$ cat src/rtl/update8_arb.sv
`timescale 1ns/1ps
// update8_arb: two-requester byte arbiter in front of an update8 hash engine.
// One byte is in flight at a time: it is accepted from the granted requester,
// fed to the engine, and the engine hash is returned with requester id,
// last flag and the 1-based byte index within the packet.
// Ports:
//   clk, rst_n                  clock, async active-low reset
//   req_valid_i/byte_i/last_i   per-requester byte stream (requester i in
//   req_ready_o                 bits [i*IN_DW +: IN_DW] of req_byte_i)
//   eng_start_o                 one-cycle start pulse per byte
//   eng_byte_o/in_valid_o/      byte handshake to the engine
//   eng_in_ready_i
//   eng_out_valid_i/h0_i/       hash handshake from the engine
//   eng_out_ready_o
//   out_valid_o/h0_o/id_o/      result handshake
//   last_o/cnt_o/out_ready_i
//   err_o                       sticky engine timeout flag
module update8_arb #(
    parameter int IN_DW   = 8,
    parameter int H0_DW   = 32,
    parameter int TIMEOUT = 64
) (
    input  logic               clk,
    input  logic               rst_n,
    input  logic [1:0]         req_valid_i,
    input  logic [2*IN_DW-1:0] req_byte_i,
    input  logic [1:0]         req_last_i,
    output logic [1:0]         req_ready_o,
    output logic               eng_start_o,
    output logic [IN_DW-1:0]   eng_byte_o,
    output logic               eng_in_valid_o,
    input  logic               eng_in_ready_i,
    input  logic               eng_out_valid_i,
    input  logic [H0_DW-1:0]   eng_h0_i,
    output logic               eng_out_ready_o,
    output logic               out_valid_o,
    output logic [H0_DW-1:0]   out_h0_o,
    output logic               out_id_o,
    output logic               out_last_o,
    output logic [15:0]        out_cnt_o,
    input  logic               out_ready_i,
    output logic               err_o
);

    localparam int TW = $clog2(TIMEOUT + 1);
    localparam logic [TW-1:0] TMAX = TW'(TIMEOUT - 1);

    typedef enum logic [2:0] {
        S_IDLE,
        S_START,
        S_FEED,
        S_WAIT,
        S_DLVR
    } state_e;

    state_e             state_q, state_d;
    logic [IN_DW-1:0]   byte_q, byte_d;
    logic               last_q, last_d;
    logic               id_q, id_d;
    logic               lock_q, lock_d;
    logic               rr_q, rr_d;
    logic [15:0]        cnt_q, cnt_d;
    logic [TW-1:0]      timer_q, timer_d;
    logic [H0_DW-1:0]   h0_q, h0_d;
    logic               err_q, err_d;

    logic               gnt;
    logic [IN_DW-1:0]   gnt_byte;
    logic [1:0]         rdy;
    logic               timeout;

    // Open packet pins the grant; otherwise the single valid requester wins,
    // and on contention the one not served last (rr_q holds last served).
    always_comb begin
        gnt = 1'b0;
        if (lock_q) begin
            gnt = id_q;
        end else if (req_valid_i == 2'b11) begin
            gnt = ~rr_q;
        end else begin
            gnt = req_valid_i[1];
        end
    end

    assign gnt_byte = gnt ? req_byte_i[2*IN_DW-1 -: IN_DW]
                          : req_byte_i[IN_DW-1:0];

    // Timer holds the number of FEED/WAIT cycles already spent on this byte.
    assign timeout = (timer_q >= TMAX);

    always_comb begin
        state_d         = state_q;
        byte_d          = byte_q;
        last_d          = last_q;
        id_d            = id_q;
        lock_d          = lock_q;
        rr_d            = rr_q;
        cnt_d           = cnt_q;
        timer_d         = timer_q;
        h0_d            = h0_q;
        err_d           = err_q;
        rdy             = 2'b00;
        eng_start_o     = 1'b0;
        eng_in_valid_o  = 1'b0;
        eng_byte_o      = '0;
        eng_out_ready_o = 1'b0;
        out_valid_o     = 1'b0;
        unique case (state_q)
            S_IDLE: begin
                rdy[gnt] = req_valid_i[gnt];
                if (req_valid_i[gnt]) begin
                    byte_d  = gnt_byte;
                    last_d  = req_last_i[gnt];
                    id_d    = gnt;
                    lock_d  = 1'b1;
                    cnt_d   = cnt_q + 16'd1;
                    timer_d = '0;
                    state_d = S_START;
                end
            end
            S_START: begin
                eng_start_o = 1'b1;
                state_d     = S_FEED;
            end
            S_FEED: begin
                eng_in_valid_o = 1'b1;
                eng_byte_o     = byte_q;
                timer_d        = timer_q + 1'b1;
                if (eng_in_ready_i) begin
                    state_d = S_WAIT;
                end else if (timeout) begin
                    err_d   = 1'b1;
                    lock_d  = 1'b0;
                    cnt_d   = '0;
                    state_d = S_IDLE;
                end
            end
            S_WAIT: begin
                eng_out_ready_o = 1'b1;
                timer_d         = timer_q + 1'b1;
                if (eng_out_valid_i) begin
                    h0_d    = eng_h0_i;
                    state_d = S_DLVR;
                end else if (timeout) begin
                    err_d   = 1'b1;
                    lock_d  = 1'b0;
                    cnt_d   = '0;
                    state_d = S_IDLE;
                end
            end
            S_DLVR: begin
                out_valid_o = 1'b1;
                if (out_ready_i) begin
                    state_d = S_IDLE;
                    if (last_q) begin
                        lock_d = 1'b0;
                        rr_d   = id_q;
                        cnt_d  = '0;
                    end
                end
            end
            default: state_d = S_IDLE;
        endcase
    end

    always_ff @(posedge clk or negedge rst_n) begin
        if (!rst_n) begin
            state_q <= S_IDLE;
            byte_q  <= '0;
            last_q  <= 1'b0;
            id_q    <= 1'b0;
            lock_q  <= 1'b0;
            rr_q    <= 1'b1;
            cnt_q   <= '0;
            timer_q <= '0;
            h0_q    <= '0;
            err_q   <= 1'b0;
        end else begin
            state_q <= state_d;
            byte_q  <= byte_d;
            last_q  <= last_d;
            id_q    <= id_d;
            lock_q  <= lock_d;
            rr_q    <= rr_d;
            cnt_q   <= cnt_d;
            timer_q <= timer_d;
            h0_q    <= h0_d;
            err_q   <= err_d;
        end
    end

    // IDLE ready is a pass-through of req_valid; mask it so reset is quiet.
    assign req_ready_o = rdy & {2{rst_n}};
    assign out_h0_o    = h0_q;
    assign out_id_o    = id_q;
    assign out_last_o  = last_q;
    assign out_cnt_o   = cnt_q;
    assign err_o       = err_q;

endmodule

$ cat config.mk
export PLATFORM = sky130hd
export DESIGN_NAME = update8_arb
export DESIGN_NICKNAME = d
export VERILOG_FILES = /design/src/rtl/update8_arb.sv
export SDC_FILE = /design/constraint.sdc
export NUM_CORES = 1
export LEC_CHECK = 0
export ABC_CLOCK_PERIOD_IN_PS = 2200
export BUFFER_PORTS_ARGS = -buffer_cell sky130_fd_sc_hd__buf_2
export CAP_MARGIN = 10
export CORE_MARGIN = 2
export CORE_UTILIZATION = 30
export DETAILED_ROUTE_END_ITERATION = 8
export PLACE_DENSITY = 0.63
export SETUP_SLACK_MARGIN = 0.3
export SLEW_MARGIN = 25
export SYNTH_ARGS = -nofsm -noshare
export SYNTH_HDL_FRONTEND = slang
export SYNTH_SLANG_ARGS = --single-unit
$ cat constraint.sdc
create_clock -name clk -period 2.2 [get_ports clk]
set_input_delay 0.22 -clock clk [delete_from_list [all_inputs] [get_ports clk]]
set_output_delay 0.22 -clock clk [all_outputs]
set_load 0.02 [all_outputs]
==> results.toml <==
[route]
vias = 3035
via_per_inst = 4.93
firstDrtPassIters = 4
drt_iter0_markers = 240
route.detailed.drc = 0
detail_route.wl_per_cell_um = 14.9
drt-total-wl_mm = 9.15
ant_nets = 0

[yosys]
synth_flop_cell = "dfrtp_1"
postSynthNetCount = 382
synth.area.top_cells = "dfrtp_1 51%, mux2_2 11%, a21oi_1 3.9%"
synth_warnings = 0
ys_seq_elements = 71
synthTopCellsByCount = "70 x dfrtp_1, 33 x mux2_2, 28 x nor2_1"
syn_avg_cell_area_um2 = 10.7
synth_edf_count = 0
yosys.cell_count.top_type = "dfrtp_1"
syn_inst = 323
yosysSeqAreaShare = 0.516
synth_cell_type_count = 46
ys_async_sr_fraction = 1.00
synth_area_leader_cell = "dfrtp_1"
synth_top_area_frac = 0.509
syn_area_um2 = 3440

[sta]
finalMaxSlewViolations = 0
worstMarginPinSlew_ns = 0.722
fin_crit_ns = 1.88
fmax_mhz = 531
hold_viol = 0
period_share = 0.856
hold_slack_ns = 0.121
setup_tns_ns = 0
setup_viol = 0
rsz0062_at_grt = "true"
skew_ns = 0.00698
max_slew_margin = 0.518

[placement]
place_area_um2 = 4220
gp_congestion = 0.867
io_buffers = 121
place_hpwl_mm = 6.32

[hold_path]
min-delay-path-class = "input port to flip-flop"
holdPathStages = 2
hp-start = "eng_h0_i[1]"
worstHoldEndpoint = "out_h0_o[1]"

[layout]
antenna_cells = 0
multi_input_area_um2 = 1610
nFillCells = 1104
fin_nets = 526
flow.area_growth_from_synthesis_pct = 40.7
stdcell_area_um2 = 4850
drive_gt1_frac = 0.468
seqCellArea_um2 = 1780

[setup_path]
ff2ff_setup_slack_ns = 0.33
r2r-start = "state_q[1]"
end_kind = "output port"
crit_fanout = 4
worstPathRequired_ns = 1.98
r2r-end = "out_cnt_o[2]"
startpoint_type = "flip-flop"
reg2regPathDepth = 7
path_class = "flip-flop to output port"
worst-endpoint-arrival_ns = 1.66

[pwr]
p_leak_nw = 2.31
power_density_nw_per_um2 = 1550
ir_drop_mv = 0.673

[clocking]
clock_latency_ns = 0.33
cts_tree = "built"
cts-htree-levels = 3
numCtsBuffers = 9
path_clk_slew_ns = 0.06
cts_root_buf = "clkbuf_16"
cts_sinks = 71
cts-root-to-sink-buffers = 2

[floorplan]
ios = 122
dieArea_um2 = 12400
die_h_um = 111
initial_core_util = 0.304
core_area_um2 = 11300
num_rows = 39
die_w_um = 111

[run]
drv_cap = 0

[status]
status = "finished clean"

[global_route]
antenna_found_initial = 0
grt_pass1_vias = 2981
grt_start_max_net_pins = 57
grt_pass1_wl_mm = 14.7
grt_overflow = 0
grt_use_total = 0.147
metal layers:
| layer | track usage | wire (um) | share of wire |
|---|---|---|---|
| met5 | 0 | 0 | 0 |
| met3 | 0.0377 | 478 | 0.052 |
| met4 | 0.0551 | 120 | 0.013 |
| met1 | 0.195 | 4070 | 0.44 |
| met2 | 0.234 | 4480 | 0.49 |
cell usage in the layout (no fill, tap or decap), drive strengths merged, types with 11 or more instances in the layout:
cell type / n
a21oi: 28
buf: 150
dfrtp: 70
inv: 11
mux2: 33
nand2: 19
nor2: 28
o21ai: 21
layout make-up:
type,count,area share
flip-flops and latches,71,0.368
well taps,143,0.0369
clock inverters,6,0.0274
repair buffers,151,0.180
multi-input cells,223,0.332
inverters,11,0.00852
clock buffers,10,0.0472
report_power, final:
group / switching, W / total [W] / internal [W]
clock: 0.000549 / 0.00177 / 0.00122
sequential: 0.000431 / 0.00227 / 0.00184
combinational: 0.00192 / 0.00349 / 0.00157
total: 0.00290 / 0.00753 / 0.00463
flip-flops by register name, summed over array words and instances (netlist names), 3 cells and up:
signal     flops
timer_q        7
out_h0_o      32
out_cnt_o     16
state_q        3
byte_q         8
through the flow:
stage / total power [W] / setup WS, ns / utilization / std cells
after floorplan: 0.00430 / 0.360 / - / 323
after global placement: 0.00519 / 0.308 / 0.373 / 582
after detailed placement: 0.00526 / 0.229 / 0.373 / 582
after CTS: 0.00723 / 0.274 / 0.414 / 606
after global routing: 0.00802 / 0.240 / 0.428 / 615
final: 0.00753 / 0.317 / 0.428 / 615
kinds of logic after synthesis:
kind of cell    after synthesis  share of synthesized area
compound gates               83                      0.155
buf+inv                      29                     0.0440
flops                        71                      0.516
mux                          43                      0.137
xor+xnor                      1                    0.00254
simple gates                 94                      0.138
fa+ha+maj                     2                    0.00726
how the worst max path moves through the flow:
stage | from | end | slack, ns | cells past startpoint
after detailed placement | timer_q[0] | out_cnt_o[4] | 0.23 | 6
after CTS | state_q[0] | out_valid_o | 0.27 | 3
final | state_q[2] | req_ready_o[1] | 0.32 | 6
after global placement | out_id_o | out_cnt_o[2] | 0.31 | 5
after global routing | state_q[2] | req_ready_o[1] | 0.24 | 6
after floorplan | out_id_o | out_cnt_o[2] | 0.36 | 6
worst max-delay path, stage by stage (launching register included):
cell and delay (ns):
dfrtp_2 0.42, buf_4 0.14, nor3_2 0.25, buf_4 0.18
nand3_1 0.07, nor2_1 0.11, buf_2 0.17
timing repair:
item | 4_1_cts | 5_1_grt
cloned | 0 | 1
endpoints found under the setup margin | 23 | 27
resized for setup | 13 | 25
hold endpoints to repair | 15 | 0
setup buffers | 7 | 8
hold buffers | 1 | 0
pin swaps | 3 | 1
(Power assumes the default switching activity.)
